$ cat config.mk
export PLATFORM = sky130hd
export DESIGN_NAME = bob_ptr_ctl
export DESIGN_NICKNAME = d
export VERILOG_FILES = /design/src/rtl/bob_pkg.sv /design/src/rtl/bob_ptr_add.sv /design/src/rtl/bob_ptr_ctl.sv
export SDC_FILE = /design/constraint.sdc
export NUM_CORES = 1
export LEC_CHECK = 0
export BUFFER_PORTS_ARGS = -buffer_cell sky130_fd_sc_hd__buf_2
export CORE_MARGIN = 4
export CORE_UTILIZATION = 40
export CTS_BUF_LIST = sky130_fd_sc_hd__clkbuf_16
export CTS_CLUSTER_DIAMETER = 200
export CTS_CLUSTER_SIZE = 24
export DETAILED_ROUTE_END_ITERATION = 8
export PLACE_DENSITY = 0.67
export SLEW_MARGIN = 20
export SYNTH_ARGS = -nofsm -noshare
export SYNTH_HDL_FRONTEND = slang
export SYNTH_HIERARCHICAL = 1
export SYNTH_SLANG_ARGS = --single-unit
$ cat constraint.sdc
create_clock -name clk -period 7.28 [get_ports clk]
set_input_delay 2.184 -clock clk [delete_from_list [all_inputs] [get_ports clk]]
set_output_delay 2.184 -clock clk [all_outputs]
set_load 0.1 [all_outputs]
$ cat src/rtl/bob_pkg.sv
// Shared BOB ring parameters and pointer type.
// Used by the pointer controller, the BOB RAM and the branch unit so that all
// three agree on ring depth and pointer width.
package bob_pkg;

  localparam int BOB_DEPTH     = 63;
  localparam int BOB_ADDR_W    = 6;
  localparam int BOB_CNT_W     = BOB_ADDR_W + 1;
  localparam int BOB_ALLOC_MAX = 2;
  localparam int BOB_RET_MAX   = 2;

  typedef logic [BOB_ADDR_W-1:0] bob_ptr_t;

endpackage

$ cat src/rtl/bob_ptr_add.sv
// Modular pointer adder for a ring of arbitrary (non power-of-two) depth.
// Ports:
//   ptr  in  ADDR_W  current pointer, always < DEPTH
//   inc  in  INC_W   increment, small (at most one wrap possible)
//   sum  out ADDR_W  (ptr + inc) mod DEPTH
module bob_ptr_add #(
  parameter int DEPTH  = 63,
  parameter int ADDR_W = 6,
  parameter int INC_W  = 2
) (
  input  logic [ADDR_W-1:0] ptr,
  input  logic [INC_W-1:0]  inc,
  output logic [ADDR_W-1:0] sum
);

  localparam logic [ADDR_W:0] DEPTH_X = (ADDR_W+1)'(DEPTH);

  logic [ADDR_W:0] raw;

  // One extra bit holds the carry; a single conditional subtract is enough
  // because ptr < DEPTH and inc <= DEPTH.
  assign raw = {1'b0, ptr} + (ADDR_W+1)'(inc);
  assign sum = (raw >= DEPTH_X) ? ADDR_W'(raw - DEPTH_X) : raw[ADDR_W-1:0];

endmodule

$ cat src/rtl/bob_ptr_ctl.sv
// Pointer / occupancy controller for the branch-order buffer ring.
// Tracks the allocation pointer, the retire pointer and the live-entry count,
// and handles exception flush and mispredict rollback.
// Ports:
//   clk          in   clock
//   rst          in   asynchronous reset, active low
//   flush        in   discard all live entries
//   rb_en        in   rollback request; entries younger than rb_addr are dropped
//   rb_addr      in   mispredicted branch entry (kept)
//   alloc_cnt    in   entries requested this cycle
//   stall        in   external allocation stall
//   alloc_addr   out  first entry of the current allocation
//   doStall      out  fewer than ALLOC_MAX free entries (registered count only)
//   retire_cnt   in   retires requested
//   retire_take  out  retires granted this cycle (combinational)
//   hasRetire    out  at least one live entry
//   retire_addr  out  retire pointer for the next cycle, feeds RAM read address
//   used         out  live entry count
//   free         out  DEPTH - used
module bob_ptr_ctl
  import bob_pkg::*;
#(
  parameter int  DEPTH     = BOB_DEPTH,
  parameter int  ADDR_W    = BOB_ADDR_W,
  parameter int  CNT_W     = ADDR_W + 1,
  parameter int  ALLOC_MAX = BOB_ALLOC_MAX,
  parameter int  RET_MAX   = BOB_RET_MAX,
  localparam int AC_W      = $clog2(ALLOC_MAX + 1),
  localparam int RC_W      = $clog2(RET_MAX + 1)
) (
  input  logic              clk,
  input  logic              rst,
  input  logic              flush,
  input  logic              rb_en,
  input  logic [ADDR_W-1:0] rb_addr,
  input  logic [AC_W-1:0]   alloc_cnt,
  input  logic              stall,
  output logic [ADDR_W-1:0] alloc_addr,
  output logic              doStall,
  input  logic [RC_W-1:0]   retire_cnt,
  output logic [RC_W-1:0]   retire_take,
  output logic              hasRetire,
  output logic [ADDR_W-1:0] retire_addr,
  output logic [CNT_W-1:0]  used,
  output logic [CNT_W-1:0]  free
);

  localparam logic [CNT_W-1:0] DEPTH_C = CNT_W'(DEPTH);

  logic [ADDR_W-1:0] ret_ptr_q, ret_ptr_d;
  logic [ADDR_W-1:0] alloc_ptr_q, alloc_ptr_d;
  logic [CNT_W-1:0]  used_q, used_d;

  logic [CNT_W-1:0]  free_w;
  logic              do_stall;
  logic              alloc_ok;
  logic [AC_W-1:0]   alloc_inc;
  logic [RC_W-1:0]   take;
  logic [ADDR_W-1:0] alloc_adv;
  logic [ADDR_W-1:0] ret_adv;
  logic [ADDR_W-1:0] rb_next;
  logic [CNT_W-1:0]  rb_dist;

  // Stall is a function of the registered count only, so the same-cycle
  // retire never feeds back into the allocation handshake.
  assign free_w   = DEPTH_C - used_q;
  assign do_stall = free_w < CNT_W'(ALLOC_MAX);

  assign alloc_ok  = (alloc_cnt != '0) && !stall && !do_stall && !flush && !rb_en;
  assign alloc_inc = alloc_ok ? alloc_cnt : '0;

  always_comb begin
    take = '0;
    if (!flush && !rb_en) begin
      if (CNT_W'(retire_cnt) <= used_q) take = retire_cnt;
      else                               take = RC_W'(used_q);
    end
  end

  bob_ptr_add #(.DEPTH(DEPTH), .ADDR_W(ADDR_W), .INC_W(AC_W)) u_alloc_add (
    .ptr (alloc_ptr_q),
    .inc (alloc_inc),
    .sum (alloc_adv)
  );

  bob_ptr_add #(.DEPTH(DEPTH), .ADDR_W(ADDR_W), .INC_W(RC_W)) u_ret_add (
    .ptr (ret_ptr_q),
    .inc (take),
    .sum (ret_adv)
  );

  bob_ptr_add #(.DEPTH(DEPTH), .ADDR_W(ADDR_W), .INC_W(1)) u_rb_add (
    .ptr (rb_addr),
    .inc (1'b1),
    .sum (rb_next)
  );

  // Distance from the oldest live entry to the rollback target, mod DEPTH.
  always_comb begin
    if (rb_addr >= ret_ptr_q) rb_dist = CNT_W'(rb_addr) - CNT_W'(ret_ptr_q);
    else                      rb_dist = DEPTH_C - CNT_W'(ret_ptr_q) + CNT_W'(rb_addr);
  end

  always_comb begin
    ret_ptr_d   = ret_ptr_q;
    alloc_ptr_d = alloc_ptr_q;
    used_d      = used_q;
    if (flush) begin
      ret_ptr_d = alloc_ptr_q;
      used_d    = '0;
    end else if (rb_en) begin
      alloc_ptr_d = rb_next;
      used_d      = rb_dist + CNT_W'(1);
    end else begin
      alloc_ptr_d = alloc_adv;
      ret_ptr_d   = ret_adv;
      used_d      = used_q + CNT_W'(alloc_inc) - CNT_W'(take);
    end
  end

  always_ff @(posedge clk or negedge rst) begin
    if (!rst) begin
      ret_ptr_q   <= '0;
      alloc_ptr_q <= '0;
      used_q      <= '0;
    end else begin
      ret_ptr_q   <= ret_ptr_d;
      alloc_ptr_q <= alloc_ptr_d;
      used_q      <= used_d;
    end
  end

  // Lookahead read address: the RAM registers this on the same edge that
  // updates ret_ptr, so read data lines up with the new retire pointer.
  always_comb begin
    if (!rst)       retire_addr = '0;
    else if (flush) retire_addr = alloc_ptr_q;
    else if (rb_en) retire_addr = ret_ptr_q;
    else            retire_addr = ret_adv;
  end

  assign alloc_addr  = alloc_ptr_q;
  assign retire_take = take;
  assign hasRetire   = (used_q != '0);
  assign used        = used_q;
  assign free        = free_w;
  assign doStall     = do_stall;

endmodule

==> reports/results.ini, run 1 <==
[pwr]
p_leak_nw=1.889
comb_power_share=0.795
power_density_nw_per_um2=350.1
clkPwrFrac=0.080
internal_power_uw=608.5
switching_share=0.5731
power_switching_uw=816.8
p_seq_frac=0.125
finalPower_mw=1.425
ir_worst_vdd_mv=0.2377

[sta]
report.final.setup_viol=6
setup-tns-final_ps=-3399
worstMarginPinSlew_ps=525.2
period_share=1.102
rsz0062_at_grt=true
drv_slew=0
setup_ws_ps=-740.5
maxSlewHeadroom=0.6466
final_hold_viol_count=0
fmax_mhz=124.7
finClkSkew_ps=5.636
fin_crit_ps=8020

[final_layout]
antennaDiodeCount=0
nNetsFinal=515
drive_above_1_share=0.3028
syn2layout_area_growth_pct=27.91

[drt]
drt_pass1_iterations=4
wl_met2_um=4043
vias_per_cell=5.332
post_drt_wl_per_cell_um=14.61
maxUsedRoutingLayer=met4
met1_length_um=3770
routed-wl-met3_um=308
vias=2991
postRouteAntennaNets=0
drt-initial-drc-count=130
drc=0
wl_um=8199

[clock_tree]
clockRootBuffer=clkbuf_16
cts_buffers=3
insertion_delay_ps=250
clock_sinks=19
postCtsHoldBufs=0
clock_path_buffers=2
tritoncts=built
clk_pin_slew_ps=60
htree_levels=1

[run]
cap_violations=0

[floorplanning]
die_y_um=97.21
fp.dieW_um=97.21
io_pins=45
placementRows=32
core_um2=7727
die_area_um2=9449
start_util=0.4119

[outcome]
status=complete, but fails checks
failed_checks=setup timing

[min_path]
holdCritPathClass=reg -> reg

[grt]
grt_pass1_vias=2896
grt_max_degree=26
grtUsageTotal=0.1727
grt_pass1_wl_um=13940
antenna_found_initial=0
grt_remaining_overflow=0

[critical_path]
critPathLaunchType=input pin
required_ps=5100
worst-path-max-fanout=2
crit_path_end_kind=output pin
reg2reg_slack_ps=1630
arrival_ps=5840
critPathKind=in -> out

[logic_synthesis]
ys.flop_type=dfrtp_1
synth_edf_count=0
synth_warnings=6
synthArstFlopShare=1.000
seq_area_frac_synth=0.1494
ys_top_cells_by_area=dfrtp_1 15%, ha_1 13%, inv_1 4.4%, nor2b_1 4.1%, fa_1 3.8%
ys_ff_latch=19
postSynthCellCount=390
synth_top_area_cell=dfrtp_1
synth.distinct_cells=68
synthDominantCellAreaShare=0.1494
netlist_area_um2=3183
syn_avg_cell_area_um2=8.162

[place]
globalplace.congestion=0.8996
io_buffers=44
dp_hpwl_um=6325

[synthesized netlist by cell type, drive strengths merged, types with 3 or more instances]
| cell | number |
|---|---|
| and2 | 10 |
| clkbuf | 6 |
| o21bai | 3 |
| xor2 | 12 |
| ha | 34 |
| a21o | 11 |
| xnor2 | 11 |
| nand4 | 11 |
| o21a | 4 |
| nor2b | 23 |
| fa | 6 |
| o2111ai | 3 |
| nand2 | 26 |
| a21oi | 23 |
| or3 | 3 |
| dfrtp | 19 |
| nand2b | 6 |
| nand3 | 15 |
| nor3 | 7 |
| mux2i | 7 |
| a31oi | 6 |
| nor2 | 25 |
| and3 | 4 |
| inv | 37 |
| buf | 13 |
| a211oi | 18 |
| nand3b | 3 |
| o21ai | 12 |
[sequential cells by signal (all words and copies together) (netlist names)]
name        count
used            7
alloc_addr      6
ret_ptr_q       6
[cells by family (layout without fill, tap and decap cells)]
family | after synthesis | count (layout) | synth area share
adder cells (fa/ha/maj) | 40 | 40 | 0.1714
buffers and inverters | 56 | 124 | 0.08058
AO/OA/AOI/OAI | 101 | 101 | 0.2563
XOR/XNOR | 23 | 23 | 0.06329
flip-flops | 19 | 19 | 0.1494
multiplexers | 9 | 9 | 0.03538
other | 1 | 2 | 0.001178
AND/OR/NAND/NOR | 141 | 141 | 0.2425
[final cells by class]
| type | instances | area [um^2] |
|---|---|---|
| Clock buffer | 3 | 75.07 |
| Sequential cell | 19 | 475.5 |
| Fill cell | 744 | 3656 |
| Inverter | 37 | 138.9 |
| Multi-Input combinational cell | 316 | 2604 |
| Timing Repair Buffer | 83 | 645.6 |
| Clock inverter | 1 | 5.005 |
| Tap cell | 102 | 127.6 |
[placed cells by master, fill, tap and decap left out, drive strengths merged, types with 7 or more instances in the layout]
| cell | count |
|---|---|
| dfrtp | 19 |
| xnor2 | 11 |
| nor2b | 23 |
| nand2 | 26 |
| nand3 | 15 |
| xor2 | 12 |
| and2 | 10 |
| ha | 34 |
| a21o | 11 |
| o21ai | 12 |
| buf | 83 |
| mux2i | 7 |
| nand4 | 11 |
| a211oi | 18 |
| a21oi | 23 |
| nor3 | 7 |
| nor2 | 25 |
| inv | 37 |
[stage by stage]
| stage | cells | hold WS (ps) | area (um^2) | util | setup WS, ps |
|---|---|---|---|---|---|
| 5_1_grt | 561 | 662.9 | 4071 | 0.5269 | -888.6 |
| 4_1_cts | 566 | 618.9 | 4049 | 0.5240 | -636.9 |
| 2_1_floorplan | 391 | 584.3 | 3249 | - | -1081 |
| 3_5_place_dp | 536 | 604.3 | 3671 | 0.4751 | -952.3 |
| 3_3_place_gp | 536 | 603.9 | 3671 | 0.4751 | -817.7 |
| 6_report | 561 | 614.9 | 4071 | 0.5269 | -740.5 |
[timing repair]
| action | CTS | global route |
|---|---|---|
| hold endpoints to repair | 0 | 0 |
| pin swaps | 13 | 10 |
| setup buffers | 26 | 3 |
| gates resized for setup | 25 | 12 |
| setup endpoints to repair | 6 | 7 |
[metal layers]
metal / vias up / track usage
met5: - / 0
met4: 0 / 0.03348
li1: 1528 / -
met1: 1401 / 0.2338
met2: 56 / 0.2972
met3: 6 / 0.02010
[critical path: stages]
cell and delay, ps:
buf_8 100, ha_4 250, nor2b_4 150, o2111ai_4 140, a31oi_4 200, mux2i_2 310
nor3_4 80, ha_2 210, fa_2 620, ha_4 160, a21oi_4 40, o41ai_4 380
mux2_4 330, nor2b_4 120, a211oi_2 170, nor2_2 80, and2_4 150, buf_12 160
[path summary, 6_finish.rpt]
path                               start        endpoint  cells after the start
setup / recovery           retire_cnt[1]  retire_addr[1]                     18
hold / removal             alloc_addr[0]   alloc_addr[0]                      2
setup reg to reg                 used[1]    ret_ptr_q[1]                     32
hold reg to reg            alloc_addr[0]   alloc_addr[0]                      2
max in group asynchronous            rst    ret_ptr_q[0]                      1
min in group asynchronous            rst         used[6]                      1
[power groups by stage]
stage / registers [mW] / logic, mW / clock network [mW]
after floorplan: 0.311 / 0.689 / 0
after global placement: 0.178 / 0.998 / 0
after detailed placement: 0.179 / 1.01 / 0
after CTS: 0.178 / 1.10 / 0.118
after global routing: 0.184 / 1.22 / 0.124
final: 0.178 / 1.13 / 0.114
Power figures use the tool's default switching activity.
==> inputs of run 2 (changes only) <==
--- a/config.mk
+++ b/config.mk
@@ -6,13 +6,15 @@
 export NUM_CORES = 1
 export LEC_CHECK = 0
 export BUFFER_PORTS_ARGS = -buffer_cell sky130_fd_sc_hd__buf_2
+export CELL_PAD_IN_SITES_DETAIL_PLACEMENT = 0
+export CELL_PAD_IN_SITES_GLOBAL_PLACEMENT = 1
 export CORE_MARGIN = 4
 export CORE_UTILIZATION = 40
 export CTS_BUF_LIST = sky130_fd_sc_hd__clkbuf_16
 export CTS_CLUSTER_DIAMETER = 200
 export CTS_CLUSTER_SIZE = 24
 export DETAILED_ROUTE_END_ITERATION = 8
-export PLACE_DENSITY = 0.67
+export PLACE_DENSITY = 0.84
 export SLEW_MARGIN = 20
 export SYNTH_ARGS = -nofsm -noshare
 export SYNTH_HDL_FRONTEND = slang
==> run 2 against run 1 <==
The run still ends with setup timing left. Via count down 0.20%. Register-to-register slack better by 1700 ps. Design area fell by 4.2%. Critical endpoint unchanged.
==> reports/results.ini, run 2 (synthesis results as in run 1) <==
[critical_path]
crit_family=adder cells
required_ps=5100
r2r_cells=19
critPathSlowestCell=fa_2
critPathKind=in -> out
r2r-end=used[6]
crit_buf_inv=2
reg2reg_slack_ps=3320
worst-path-max-fanout=2
cpPeakStageDelay_ps=580
crit_path_cell_trace=buf_8 > ha_4 > nor2b_4 > o2111ai_2 > a31oi_2 > mux2i_2 > nor3_4 > ha_2 > fa_2 > ha_4 > a21oi_4 > o41ai_4 > mux2_4 > nor2b_4 > a211oi_2 > nor2_1 > and2_4 > buf_12
critPathLaunchType=input pin
crit_path_end_kind=output pin
reg2reg_from=used[1]
arrival_ps=5740

[grt]
grt_pass1_vias=2703
grt_remaining_overflow=0
grtUsageTotal=0.1658
grt_pass1_wl_um=13330
grt_max_degree=35
antenna_found_initial=0

[clock_tree]
clockRootBuffer=clkbuf_16
cts_buffers=3
tritoncts=built
insertion_delay_ps=250
postCtsHoldBufs=0
htree_levels=1
clk_pin_slew_ps=60
clock_path_buffers=2
clock_sinks=19

[sta]
fmax_mhz=126.2
rsz0062_at_grt=true
final_hold_viol_count=0
worstMarginPinSlew_ps=527.6
fin_crit_ps=7925
drv_slew=0
period_share=1.089
setup_ws_ps=-644.5
setup-tns-final_ps=-2855
maxSlewHeadroom=0.6483
finClkSkew_ps=2.193
report.final.setup_viol=6

[min_path]
holdCritPathClass=reg -> reg
hold_end=alloc_addr[0]
whs_path_depth=2
min_from=alloc_addr[0]

[floorplanning]
die_area_um2=9449
start_util=0.4119
core_um2=7727
die_y_um=97.21
placementRows=32
fp.dieW_um=97.21
io_pins=45

[final_layout]
fill_cells=747
final_area_um2=3900
syn2layout_area_growth_pct=22.52
drive_above_1_share=0.2738
antennaDiodeCount=0
nNetsFinal=498
final_cell_mix=37 x inv_1, 37 x buf_2, 31 x ha_1, 26 x nand2_1, 25 x nor2_1
largest_reg_flops=7

[drt]
drt_pass1_iterations=5
vias_per_cell=5.487
drt-initial-drc-count=97
drc=0
post_drt_wl_per_cell_um=14.33
wl_um=7797
vias=2985
postRouteAntennaNets=0

[place]
io_buffers=44
post_dp_cell_area_um2=3656
dp_slack_ps=-885.1
dp_hpwl_um=6087
globalplace.congestion=0.8419

[run]
cap_violations=0

[outcome]
failed_checks=setup timing
status=complete, but fails checks

[pwr]
finalPower_mw=1.360
power_density_nw_per_um2=348.8
ir_worst_vdd_mv=0.2249
p_leak_nw=1.808

==> run 2: worst reg2reg max path, stage by stage, from the launching register on <==
cell,delay (ps)
dfrtp_1,390
inv_1,140
ha_4,300
nor2b_4,130
o2111ai_2,120
a31oi_2,240
buf_4,150
mux2i_1,270
nor3_4,70
buf_4,160
fa_1,530
inv_1,70
fa_1,450
a21oi_1,160
o21bai_1,100
a21oi_1,170
o21bai_1,100
xnor2_1,140
nand2_1,70
nand3b_1,70
==> run 2: per-stage QoR <==
step	util	hold WS, ps	cells
2_1_floorplan	-	584.3	391
3_3_place_gp	0.4731	592.0	534
3_5_place_dp	0.4731	583.5	534
4_1_cts	0.4968	598.0	542
5_1_grt	0.5047	645.2	544
6_report	0.5047	586.7	544
==> run 2: cell type report <==
| cell class | count | area, um^2 | area share |
|---|---|---|---|
| flip-flops and latches | 19 | 475.5 | 0.1219 |
| multi-input cells | 316 | 2585 | 0.6628 |
| clock inverters | 1 | 5.005 | 0.001283 |
| repair buffers | 66 | 493.0 | 0.1264 |
| well taps | 102 | 127.6 | 0.03272 |
| inverters | 37 | 138.9 | 0.03561 |
| clock buffers | 3 | 75.07 | 0.01925 |
==> run 2: how the worst max path moves through the flow <==
stage	from	end	slack [ps]	cells after the start
2_1_floorplan	retire_cnt[1]	retire_addr[1]	-1080	16
3_3_place_gp	retire_cnt[1]	retire_addr[1]	-750	18
3_5_place_dp	retire_cnt[1]	retire_addr[1]	-890	18
4_1_cts	retire_cnt[1]	retire_addr[1]	-580	18
5_1_grt	retire_cnt[1]	retire_addr[1]	-800	18
6_report	retire_cnt[1]	retire_addr[1]	-640	18
==> run 2: metal layers <==
metal / global-route usage / vias to the layer above / part of all wire / wire length (um)
li1: - / 1497 / - / -
met1: 0.2500 / 1421 / 0.49 / 3832
met2: 0.2532 / 59 / 0.46 / 3574
met3: 0.02154 / 8 / 0.036 / 283
met4: 0.03132 / 0 / 0.014 / 108
met5: 0 / - / 0 / 0
==> run 2: repair_timing <==
action                     CTS  global route
setup endpoints to repair    6             6
resized for setup           16            10
buffers inserted             5             2
pin swaps                   16             3
==> run 2: report_power, final <==
group          switching [mW]  leakage, nW  internal, mW
sequential             0.0476        0.225         0.132
combinational           0.699         1.54         0.364
clock                  0.0437       0.0409        0.0738
total                   0.790         1.81         0.571
==> inputs of run 3 (changes only) <==
--- a/config.mk
+++ b/config.mk
@@ -15,6 +15,7 @@
 export CTS_CLUSTER_SIZE = 24
 export DETAILED_ROUTE_END_ITERATION = 8
 export PLACE_DENSITY = 0.84
+export SETUP_SLACK_MARGIN = 0.5
 export SLEW_MARGIN = 20
 export SYNTH_ARGS = -nofsm -noshare
 export SYNTH_HDL_FRONTEND = slang
==> run 3 against run 2 <==
The flow still finishes with violations (setup timing). Worst hold slack gained 2.7 ps. Sequential power is essentially flat. Combinational power hardly changed. Fmax rose by 0.13%. Power is essentially flat. Largest cell class unchanged.
==> reports/results.ini, run 3 (synthesis results as in run 1) <==
[clock_tree]
htree_levels=1
clockRootBuffer=clkbuf_16
insertion_delay_ps=250
clock_path_buffers=2
tritoncts=built
clk_pin_slew_ps=60
postCtsHoldBufs=0
clock_sinks=19
cts_buffers=3

[drt]
wl_um=7809
drt_pass1_iterations=5
post_drt_wl_per_cell_um=14.35
vias=3002
vias_per_cell=5.518
postRouteAntennaNets=0
drc=0
drt-initial-drc-count=99

[sta]
worstMarginPinSlew_ps=524.1
finClkSkew_ps=2.352
drv_slew=0
maxSlewHeadroom=0.6506
period_share=1.087
report.final.setup_viol=6
rsz0062_at_grt=true
fmax_mhz=126.4
final_hold_viol_count=0
fin_crit_ps=7914
setup_ws_ps=-634.1
whs_ps=589.4

[grt]
grtUsageTotal=0.1662
grt_pass1_wl_um=13370
antenna_found_initial=0
grt_remaining_overflow=0
grt_max_degree=35
grt_pass1_vias=2709

[place]
globalplace.congestion=0.8419
dp_slack_ps=-885.1
placed_cells=534
io_buffers=44
dp_hpwl_um=6087

[final_layout]
fill_cells=748
nNetsFinal=498
multi_input_area_um2=2582
final_cells=544
antennaDiodeCount=0
regArea_um2=475.5
syn2layout_area_growth_pct=22.45
final_cell_mix=37 x inv_1, 37 x buf_2, 31 x ha_1, 26 x nand2_1, 25 x nor2_1
drive_above_1_share=0.2738
largest_reg_flops=7

[run]
cap_violations=0

[outcome]
status=complete, but fails checks
failed_checks=setup timing

[floorplanning]
start_util=0.4119
core_um2=7727
io_pins=45
fp.dieW_um=97.21
die_area_um2=9449
die_y_um=97.21
placementRows=32

[critical_path]
cpPeakStageDelay_ps=580
critPathKind=in -> out
critPathSlowestCell=fa_2
crit_path_end_kind=output pin
crit_family=adder cells
worst-path-max-fanout=2
crit_buf_inv=2
crit_path_cell_trace=buf_8 > ha_4 > nor2b_4 > o2111ai_2 > a31oi_2 > mux2i_2 > nor3_4 > ha_2 > fa_2 > ha_4 > a21oi_4 > o41ai_4 > mux2_4 > nor2b_4 > a211oi_2 > nor2_1 > and2_4 > buf_12
arrival_ps=5730
required_ps=5100
critPathLaunchType=input pin

[pwr]
ir_worst_vdd_mv=0.2249
p_seq_frac=0.132
internal_power_uw=570.2
switching_share=0.5810
clkPwrFrac=0.086
power_switching_uw=790.8
p_leak_nw=1.803
comb_power_share=0.782
power_density_nw_per_um2=349.2

[min_path]
holdCritPathClass=reg -> reg

-- run 3: power groups by stage --
stage                     clock network, mW  registers [mW]  logic [mW]
after floorplan                           0           0.311       0.689
after global placement                    0           0.179       0.996
after detailed placement                  0           0.180        1.01
after CTS                             0.118           0.180        1.04
after global routing                  0.124           0.186        1.15
final                                 0.117           0.179        1.06
-- run 3: worst paths after layout --
check                         startpoint              to  slack (ps)  cells past startpoint
max                        retire_cnt[1]  retire_addr[1]        -630                     18
min                        alloc_addr[0]   alloc_addr[0]         590                      2
max reg2reg                      used[1]         used[6]        3320                     19
min reg2reg                alloc_addr[0]   alloc_addr[0]         590                      2
max in group asynchronous            rst    ret_ptr_q[1]        5020                      1
min in group asynchronous            rst         used[6]        1900                      1
-- run 3: metal layers --
layer | global-route usage | vias up | routed length [um]
met3 | 0.02154 | 10 | 304
li1 | - | 1496 | -
met1 | 0.2504 | 1418 | 3820
met5 | 0 | - | 0
met2 | 0.2542 | 78 | 3571
met4 | 0.03132 | 0 | 113
-- run 3: area by class of cell --
class / instances / share of cell area
flip-flops and latches: 19 / 0.1220
repair buffers: 66 / 0.1265
multi-input cells: 316 / 0.6626
well taps: 102 / 0.03274
clock inverters: 1 / 0.001284
clock buffers: 3 / 0.01926
inverters: 37 / 0.03563
-- run 3: what timing repair did --
action / in CTS / in global routing
setup endpoints to repair: 6 / 6
buffers inserted: 4 / 2
gates resized for setup: 17 / 9
pin swaps: 13 / 3
-- run 3: per-stage QoR --
| step | utilization | TNS (ps) | instance area [um^2] | power [mW] |
|---|---|---|---|---|
| after floorplan | - | -5156 | 3249 | 1.000 |
| after detailed placement | 0.4731 | -3828 | 3656 | 1.186 |
| final | 0.5044 | -2955 | 3897 | 1.361 |
| after CTS | 0.4974 | -2696 | 3844 | 1.337 |
| after global routing | 0.5044 | -4210 | 3897 | 1.459 |
| after global placement | 0.4731 | -3148 | 3656 | 1.175 |
-- run 3: worst register-to-register path: stages (launching register included) --
cell       delay, ps
dfrtp_1          390
inv_1            140
ha_4             300
nor2b_4          130
o2111ai_2        120
a31oi_2          240
buf_4            150
mux2i_1          270
nor3_4            70
buf_4            160
fa_1             530
inv_1             70
fa_1             450
a21oi_1          160
o21bai_1         100
a21oi_1          170
o21bai_1         100
xnor2_1          140
nand2_1           70
nand3b_1          70
